[src/rtl/sd_spi_pkg.sv]
// Shared types and constants for the SD-card SPI byte engine.
package sd_spi_pkg;

  // Byte engine sequencing: wait, capture the next byte, shift it.
  typedef enum logic [1:0] {
    IDLE = 2'd0,
    LOAD = 2'd1,
    XFER = 2'd2
  } spiState_t;

  localparam int DEFAULT_CLK_FREQ  = 100_000_000;
  localparam int DEFAULT_INIT_FREQ = 400_000;
  localparam int DEFAULT_WORK_FREQ = 10_000_000;

  // MOSI level while no byte is in flight (card sees all-ones filler).
  localparam logic       IDLE_MOSI = 1'b1;
  // InputData before any byte has been received.
  localparam logic [7:0] RESET_RX  = 8'hFF;

endpackage

[src/rtl/full_spi_if.sv]
// Bus between the SD command FSM / SD card and the SPI byte engine.
interface full_spi_if;
  logic       SPI_Enable;
  logic       FastMode;
  logic [7:0] OutputData;
  logic       SPI_MISO;
  logic       SPI_MOSI;
  logic       SPI_CLK;
  logic [7:0] InputData;
  logic       DataClk;

  // The byte engine side.
  modport master (
    input  SPI_Enable, FastMode, OutputData, SPI_MISO,
    output SPI_MOSI, SPI_CLK, InputData, DataClk
  );

  // The controller and card side.
  modport slave (
    output SPI_Enable, FastMode, OutputData, SPI_MISO,
    input  SPI_MOSI, SPI_CLK, InputData, DataClk
  );
endinterface

[src/rtl/frequency_generator.sv]
// Half-period tick generator for the SPI clock: one of two rates, chosen by sel.
module frequency_generator
  import sd_spi_pkg::*;
#(
  parameter int CLK_FREQ = DEFAULT_CLK_FREQ,
  parameter int FREQ_A   = DEFAULT_INIT_FREQ,
  parameter int FREQ_B   = DEFAULT_WORK_FREQ
) (
  input  logic MasterCLK,
  input  logic Reset,
  input  logic run,
  input  logic sel,
  output logic tick
);

  localparam int HALF_A   = CLK_FREQ / (2 * FREQ_A);
  localparam int HALF_B   = CLK_FREQ / (2 * FREQ_B);
  localparam int HALF_MAX = (HALF_A > HALF_B) ? HALF_A : HALF_B;
  localparam int CNT_W    = (HALF_MAX > 1) ? $clog2(HALF_MAX) : 1;

  localparam logic [CNT_W-1:0] LAST_A = CNT_W'(HALF_A - 1);
  localparam logic [CNT_W-1:0] LAST_B = CNT_W'(HALF_B - 1);

  logic [CNT_W-1:0] count;
  logic [CNT_W-1:0] lastCount;

  assign lastCount = sel ? LAST_B : LAST_A;
  assign tick      = run && (count == lastCount);

  // Count MasterCLK cycles within a half SPI period; parked at 0 while idle.
  always_ff @(posedge MasterCLK or negedge Reset) begin
    // NOTE: clocked state uses non-blocking assignments so every register
    // samples pre-edge values, independent of block evaluation order.
    if (!Reset) begin
      count <= '0;
    end else if (!run || tick) begin
      count <= '0;
    end else begin
      count <= count + 1'b1;
    end
  end

endmodule

[src/rtl/full_spi.sv]
// SPI mode-0 master byte engine, MSB first, with back-to-back byte streaming.
module full_spi
  import sd_spi_pkg::*;
#(
  parameter int CLK_FREQ  = DEFAULT_CLK_FREQ,
  parameter int INIT_FREQ = DEFAULT_INIT_FREQ,
  parameter int WORK_FREQ = DEFAULT_WORK_FREQ
) (
  input  logic       MasterCLK,
  input  logic       Reset,
  full_spi_if.master spiBus
);

  spiState_t  state;
  logic       rateFast;   // rate latched at the byte load point
  logic       tick;
  logic [6:0] txShift;    // bits still to be sent, next one at [6]
  logic [6:0] rxShift;    // bits received so far in this byte
  logic [2:0] bitCount;
  logic       spiClk;
  logic       spiMosi;
  logic [7:0] inputData;
  logic       dataClk;

  frequency_generator #(
    .CLK_FREQ (CLK_FREQ),
    .FREQ_A   (INIT_FREQ),
    .FREQ_B   (WORK_FREQ)
  ) u_freq (
    .MasterCLK (MasterCLK),
    .Reset     (Reset),
    .run       (state != IDLE),
    .sel       (rateFast),
    .tick      (tick)
  );

  assign spiBus.SPI_CLK   = spiClk;
  assign spiBus.SPI_MOSI  = spiMosi;
  assign spiBus.InputData = inputData;
  assign spiBus.DataClk   = dataClk;

  // Byte sequencing, SPI clock/data generation and receive capture.
  always_ff @(posedge MasterCLK or negedge Reset) begin
    if (!Reset) begin
      state     <= IDLE;
      rateFast  <= 1'b0;
      txShift   <= '0;
      rxShift   <= '0;
      bitCount  <= '0;
      spiClk    <= 1'b0;
      spiMosi   <= IDLE_MOSI;
      inputData <= RESET_RX;
      dataClk   <= 1'b0;
    end else begin
      dataClk <= 1'b0;
      case (state)
        IDLE: begin
          spiClk  <= 1'b0;
          spiMosi <= IDLE_MOSI;
          if (spiBus.SPI_Enable) state <= LOAD;
        end

        LOAD: begin
          txShift  <= spiBus.OutputData[6:0];
          spiMosi  <= spiBus.OutputData[7];
          bitCount <= '0;
          rateFast <= spiBus.FastMode;
          state    <= XFER;
        end

        XFER: begin
          if (tick) begin
            if (!spiClk) begin
              // Rising edge: the card's bit is stable, sample it.
              spiClk  <= 1'b1;
              rxShift <= {rxShift[5:0], spiBus.SPI_MISO};
              if (bitCount == 3'd7) begin
                inputData <= {rxShift, spiBus.SPI_MISO};
                dataClk   <= 1'b1;
              end
            end else begin
              spiClk <= 1'b0;
              if (bitCount == 3'd7) begin
                // Byte boundary: reload without a gap, or park.
                if (spiBus.SPI_Enable) begin
                  txShift  <= spiBus.OutputData[6:0];
                  spiMosi  <= spiBus.OutputData[7];
                  bitCount <= '0;
                  rateFast <= spiBus.FastMode;
                end else begin
                  spiMosi <= IDLE_MOSI;
                  state   <= IDLE;
                end
              end else begin
                // Falling edge: present the next bit for the card.
                spiMosi  <= txShift[6];
                txShift  <= {txShift[5:0], 1'b0};
                bitCount <= bitCount + 3'd1;
              end
            end
          end
        end

        default: state <= IDLE;
      endcase
    end
  end

endmodule

[src/flat_wrapper.sv]
// flat-port wrapper written by rule: the top's interface ports become plain ports
module full_spi_flat import sd_spi_pkg::*;
#(
  parameter int CLK_FREQ  = DEFAULT_CLK_FREQ,
  parameter int INIT_FREQ = DEFAULT_INIT_FREQ,
  parameter int WORK_FREQ = DEFAULT_WORK_FREQ
)
  (MasterCLK, Reset, spiBus_SPI_Enable, spiBus_FastMode, spiBus_OutputData, spiBus_SPI_MISO, spiBus_SPI_MOSI, spiBus_SPI_CLK, spiBus_InputData, spiBus_DataClk);
  full_spi_if spiBus_i ();
  input  logic MasterCLK;
  input  logic Reset;
  input wire logic [$bits(spiBus_i.SPI_Enable)-1:0] spiBus_SPI_Enable;
  input wire logic [$bits(spiBus_i.FastMode)-1:0] spiBus_FastMode;
  input wire logic [$bits(spiBus_i.OutputData)-1:0] spiBus_OutputData;
  input wire logic [$bits(spiBus_i.SPI_MISO)-1:0] spiBus_SPI_MISO;
  output wire logic [$bits(spiBus_i.SPI_MOSI)-1:0] spiBus_SPI_MOSI;
  output wire logic [$bits(spiBus_i.SPI_CLK)-1:0] spiBus_SPI_CLK;
  output wire logic [$bits(spiBus_i.InputData)-1:0] spiBus_InputData;
  output wire logic [$bits(spiBus_i.DataClk)-1:0] spiBus_DataClk;
  assign spiBus_i.SPI_Enable = spiBus_SPI_Enable;
  assign spiBus_i.FastMode = spiBus_FastMode;
  assign spiBus_i.OutputData = spiBus_OutputData;
  assign spiBus_i.SPI_MISO = spiBus_SPI_MISO;
  assign spiBus_SPI_MOSI = spiBus_i.SPI_MOSI;
  assign spiBus_SPI_CLK = spiBus_i.SPI_CLK;
  assign spiBus_InputData = spiBus_i.InputData;
  assign spiBus_DataClk = spiBus_i.DataClk;
  full_spi #(.CLK_FREQ(CLK_FREQ), .INIT_FREQ(INIT_FREQ), .WORK_FREQ(WORK_FREQ)) u_core (.MasterCLK(MasterCLK), .Reset(Reset), .spiBus(spiBus_i));
endmodule
[config.mk]
export PLATFORM = sky130hd
export DESIGN_NAME = full_spi_flat
export DESIGN_NICKNAME = d
export VERILOG_FILES = /design/src/rtl/sd_spi_pkg.sv /design/src/rtl/full_spi_if.sv /design/src/rtl/frequency_generator.sv /design/src/rtl/full_spi.sv /design/src/flat_wrapper.sv
export SDC_FILE = /design/constraint.sdc
export NUM_CORES = 1
export LEC_CHECK = 0
export ABC_AREA = 1
export BUFFER_PORTS_ARGS = -buffer_cell sky130_fd_sc_hd__buf_2
export CORE_MARGIN = 2
export CORE_UTILIZATION = 57
export DETAILED_ROUTE_END_ITERATION = 7
export HOLD_SLACK_MARGIN = 0.06
export PLACE_DENSITY = 0.78
export SYNTH_ARGS = -nofsm -noshare
export SYNTH_HDL_FRONTEND = slang
export SYNTH_SLANG_ARGS = --single-unit
[constraint.sdc]
create_clock -name MasterCLK -period 2.25 [get_ports MasterCLK]
set_input_delay 0.225 -clock MasterCLK [delete_from_list [all_inputs] [get_ports MasterCLK]]
set_output_delay 0.225 -clock MasterCLK [all_outputs]
set_load 0.02 [all_outputs]
# Yosys cells after proc, flatten, opt, wreduce, memory -nomap -nowiden

Index checks and enable logic that the tools add are counted.

Equality and inequality tests: 11
Bitwise gates (word level): 1
$add $sub $neg: 2
Mux-type cells: 35
Reduce and logical (&&, ||, !) cells: 15

Operators by type and width:

| cell                                                 | count |
|---|---|
| 2-to-1 mux 7 bit                                     | 6 |
| 2-to-1 mux 1 bit                                     | 14 |
| one-hot mux 7 bit (2 select lines)                   | 1 |
| 2-to-1 mux 3 bit                                     | 4 |
| 2-to-1 mux 2 bit                                     | 5 |
| AND reduction 5 bit                                  | 2 |
| != test 2 bit (second input constant)                | 4 |
| AND reduction 4 bit                                  | 2 |
| adder 7 x 1 -> 7 bit (second input constant)         | 1 |
| equality test 7 bit                                  | 1 |
| one-hot mux 2 bit (3 select lines)                   | 1 |
| one-hot mux 3 bit (2 select lines)                   | 1 |
| AND reduction 3 bit                                  | 2 |
| nonzero test 2 bit                                   | 3 |
| != test 2 x 1 -> 1 bit (second input constant)       | 2 |
| one-hot mux 1 bit (2 select lines)                   | 2 |
| adder 3 x 1 -> 3 bit (second input constant)         | 1 |
| equality test 3 bit (second input constant)          | 1 |
| != test 3 bit (second input constant)                | 1 |
| one-hot mux 1 bit (3 select lines)                   | 1 |
| nonzero test 3 bit                                   | 1 |
| equality test 2 x 1 -> 1 bit (second input constant) | 1 |
| equality test 2 bit (second input constant)          | 1 |
| logical NOT 2 bit                                    | 1 |
| other kinds (5)                                      | 5 |

Output and inout bits: 11
Flip-flop bits (word level): 38
Logic and storage cells: 74
Input port bits: 13

# Depth between registers and ports, before layout

Depth in word-level cells: 5
Gate-level depth with buffers: 10
Gate-level depth less buffers: 10

# Modules after synthesis

From an unflattened synthesis, not the netlist that was laid out.

Cells, all modules: 229
Area total of the unflattened synthesis: 1923.1 um2

Modules (own cells, without submodules):

| module              | area each (um2) | instances | cells an instance | sequential area each (um2) |
|---|---|---|---|---|
| full_spi            | 1536.5          | 1         | 182               | 787.0 |
| frequency_generator | 386.6           | 1         | 47                | 175.2 |

# Worst setup path before layout

OpenSTA, ideal clock, no wires.

Path kind: reg2reg
From: reg u_core.bitCount[0]
To: reg u_core.bitCount[0]
Data required time: 2.184 ns
Path buffers: 1
Slack: 0.690 ns
Data arrival time: 1.493 ns
Setup time: 0.066 ns
Cell stages (with the launch flop): 9
Clock period less this slack: 1.560 ns
Cell sequence: dfrtp_1 ha_1 ha_1 inv_1 o21ai_0 inv_1 clkbuf_1 nand4_1 nand2_1

Cells in the longest elaborated chain, start to end: 5
Elaborated cells on any way between the ends: 8
Those cells by class: add/sub (1); eq/ne (2); mux (4); reduce/logical (1)

Ends and longest elaborated chain:

| element                                                            | RTL line                       | source |
|---|---|---|
| start, declared                                                    | full_spi.sv:19                 | `logic [2:0] bitCount;` |
| start signal, assigned                                             | full_spi.sv:98                 | `bitCount <= bitCount + 3'd1;` |
| adder 3 x 1 -> 3 bit / equality test 3 bit (equally long branches) | full_spi.sv:98, full_spi.sv:83 |  |
| 2-to-1 mux 3 bit                                                   | full_spi.sv:83                 | `if (bitCount == 3'd7) begin` |
| 2-to-1 mux 3 bit                                                   | full_spi.sv:73                 | `if (!spiClk) begin` |
| 2-to-1 mux 3 bit                                                   | full_spi.sv:72                 | `if (tick) begin` |
| one-hot mux 3 bit (2 select lines)                                 | full_spi.sv:56                 | `case (state)` |

Parallel ways exist; a longest one is shown, timed or not. The select of a mux whose other input is x is not followed.
A chain may end at the register's enable or synchronous reset.

# Worst setup path after layout

From: reg u_core.state[0]
To: reg u_core.bitCount[1]

Cells in the longest elaborated chain, start to end: 4
Elaborated cells on any way between the ends: 10
Those cells by class: eq/ne (5); mux (1); reduce/logical (4)

Ends and longest elaborated chain:

| element                       | RTL line                  | source |
|---|---|---|
| start, declared               | full_spi.sv:14            | `spiState_t state;` |
| start signal, assigned        | full_spi.sv:45            | `state <= IDLE;` |
| start signal, assigned        | full_spi.sv:60            | `if (spiBus.SPI_Enable) state <= LOAD;` |
| start signal, assigned        | full_spi.sv:68            | `state <= XFER;` |
| nonzero test 2 bit            | full_spi.sv:32            | `.run (state != IDLE),` |
| logical AND 1 bit             | frequency_generator.sv:28 | `assign tick = run && (count == lastCount);` |
| != test 2 bit (no line)       | n/a                       |  |
| AND reduction 4 bit (no line) | n/a                       |  |

Parallel ways exist; a longest one is shown, timed or not.

==> results.yml <==
floorplan:
  die_y_um: 62.88
  fp.dieW_um: 62.88
  fp.coreArea_sq_um: 3337
  rows: 21
  die_area_sq_um: 3953
  pin_count: 24
  initial_core_util_pct: 59.21
critical_path:
  ff2ff_path_depth: 8
  cp-start-kind: "flop"
  arrival_ns: 2.18
  crit_type: "reg -> reg"
  cp-end-kind: "flop"
  cp_max_fo: 15
  crit_path_start: "u_core.state[0]"
  critPathRequiredTime_ns: 2.49
  reg2reg_to: "u_core.bitCount[1]"
  r2r-start: "u_core.state[0]"
  r2r_slack_ns: 0.31
sta:
  setup_viol: 0
  hold_slack_ns: 0.1220
  hold_violations: 0
  slew_violations: 0
  grt_setup_unrepaired: "no"
  period_minus_slack_ns: 1.942
  setup_tns_ns: 0
  worstMarginPinSlew_ns: 0.7970
  slew_headroom_pct: 46.87
  fmax_ghz: 0.5150
  fin_skew_ns: 0.003304
  period_share_pct: 86.29
placement:
  gp_congestion: 0.8353
  place_area_sq_um: 2117
  port_buffers: 23
  hpwlAfterDp_um: 2256
drt:
  wirelength_um: 3202
  vias: 1501
  drtPass1Iterations: 5
  ant_nets: 0
  routedWlPerCell_um: 10.57
  drt_iter0_markers: 54
  drc: 0
  vias_per_cell: 4.954
min_path:
  whs_endpoint: "u_core.spiBus.InputData[0]"
  min_path_cells: 3
  hp-class: "in -> reg"
  hp-start: "spiBus_SPI_MISO"
global_routing:
  overflow: 0
  grt_pass1_wl_um: 5996
  first_global_vias: 1453
  grt_use_total_pct: 19.07
  grt_max_degree: 39
  antenna_found_initial: 0
logic_synthesis:
  syn-cell-area_sq_um: 1976
  synth_xor_area_share_pct: 1.330
  synth_adder_area_share_pct: 6.333
  syn_nets: 252
  synthMuxAreaShare_pct: 0
  synth_seq_cells: 38
  yosys.area_share.simple_pct: 28.69
  yosysUniqueCellTypes: 27
  synth_compound_area_share_pct: 7.473
  syn_inst: 229
  avgSynthCellArea_sq_um: 8.627
  ys_seq_area_share_pct: 48.70
  yosysWarnings: 0
  synth_top_family_by_area: "simple AND/OR/NAND/NOR gates"
finish:
  drive_above_1_share_pct: 25.68
  final_common_cell: "nand2_1"
  n_antenna_cell: 0
  nNetsFinal: 279
  design_area_sq_um: 2191
  area_delta_synth_final_pct: 10.89
  layout_common_cells: "nand2_1, dfrtp_1, inv_1"
  final.fill_count: 298
clocking:
  htreeDepth: 2
  numClockSinks: 38
  cts_buffer_depth: 2
  cts_tree: "done"
  clock_latency_ns: 0.34
  path_clk_slew_ns: 0.11
  ctsResizeCount: 0
  cts_buffers: 5
  cts_root_buf: "clkbuf_4"
power:
  power_switching_mw: 0.9060
  power_leakage_nw: 1.166
  seqPwrFrac_pct: 43.1
  power_density_nw_per_um2: 1007
  combPwrFrac_pct: 39.9
  switching_share_pct: 41.08
  vdd_drop_max_mv: 0.5438
  intPower_mw: 1.300
  power_frac_clock_pct: 17.1
status:
  status: "complete, no violations"
job:
  maxCapViolCount: 0
## cell families after synthesis
kind of cell,after synthesis
fa+ha+maj,10
simple gates,123
compound gates,21
buf+inv,34
flops,38
xor+xnor,3
## Yosys cell counts, drive strengths merged
master	count	area share, %
nor2	16	3.9
clkbuf	1	0.19
dfstp	9	12
nand4	13	4.1
nor3b	1	0.38
ha	10	6.3
nand3	9	3.4
a211oi	1	0.38
nand2	82	16
a21boi	1	0.38
dfrtp	29	37
buf	4	1.8
o21ai	18	6.5
nor3	2	0.51
a21oi	1	0.25
inv	29	5.5
xor2	3	1.3
## routing by layer
layer | wire length, um | vias to the layer above | track usage, %
li1 | - | 779 | -
met5 | 0 | - | 0
met2 | 1473 | 31 | 30.98
met1 | 1540 | 686 | 23.90
met4 | 27 | 0 | 7.778
met3 | 162 | 5 | 5.405
## what timing repair did
item	in CTS	in global routing
endpoints found under the hold margin	29	0
buffers inserted	0	0
setup endpoints to repair	0	0
hold buffers	1	0
## layout make-up
class,instances,area [sq um],share of cell area [%]
Clock inverter,2,12.51,0.5711
Multi-Input combinational cell,157,865.8,39.52
Tap cell,46,57.56,2.627
Sequential cell,38,962.2,43.92
Inverter,29,108.9,4.969
Clock buffer,6,51.30,2.342
Timing Repair Buffer,25,132.6,6.054
## sequential cells by signal, indices dropped and copies added, names as in the netlist
register / count
u_core.rateFast: 1
u_core.bitCount: 3
u_core.spiBus.InputData: 8
u_core.spiBus.DataClk: 1
u_core.spiBus.SPI_CLK: 1
u_core.state: 2
u_core.rxShift: 7
u_core.u_freq.count: 7
u_core.txShift: 7
u_core.spiBus.SPI_MOSI: 1
## power groups by stage
stage	sequential, mW	combinational (mW)	clock (mW)
after floorplan	0.949	0.696	0
after global placement	0.958	0.862	0
after detailed placement	0.962	0.885	0
after CTS	0.949	0.891	0.389
after global routing	0.973	1.03	0.428
final	0.949	0.880	0.376
## worst max-delay path, cell delays in order (launching register included)
cell,delay [ns]
dfrtp_1,0.45
inv_1,0.11
ha_1,0.30
inv_2,0.13
nor2_4,0.06
inv_1,0.33
nand3_2,0.29
nand2_1,0.13
nand2_1,0.05
## metrics by stage
step	std cells	utilization (%)	power, mW	setup WS [ns]
floorplan	229	-	1.645	0.6904
global placement	294	63.44	1.819	0.4252
detailed placement	294	63.44	1.847	0.3291
CTS	303	65.65	2.229	0.3054
global route	303	65.65	2.432	0.1239
finish	303	65.65	2.206	0.3084
## worst max-delay path by stage
stage	slack (ns)	end	cells past startpoint
after floorplan	0.69	u_core.bitCount[0]	8
after global placement	0.43	u_core.bitCount[1]	8
after detailed placement	0.33	u_core.txShift[0]	8
after CTS	0.31	u_core.bitCount[1]	8
after global routing	0.12	u_core.bitCount[1]	8
final	0.31	u_core.bitCount[1]	8
Note: power is estimated with default switching activity, not from simulation.
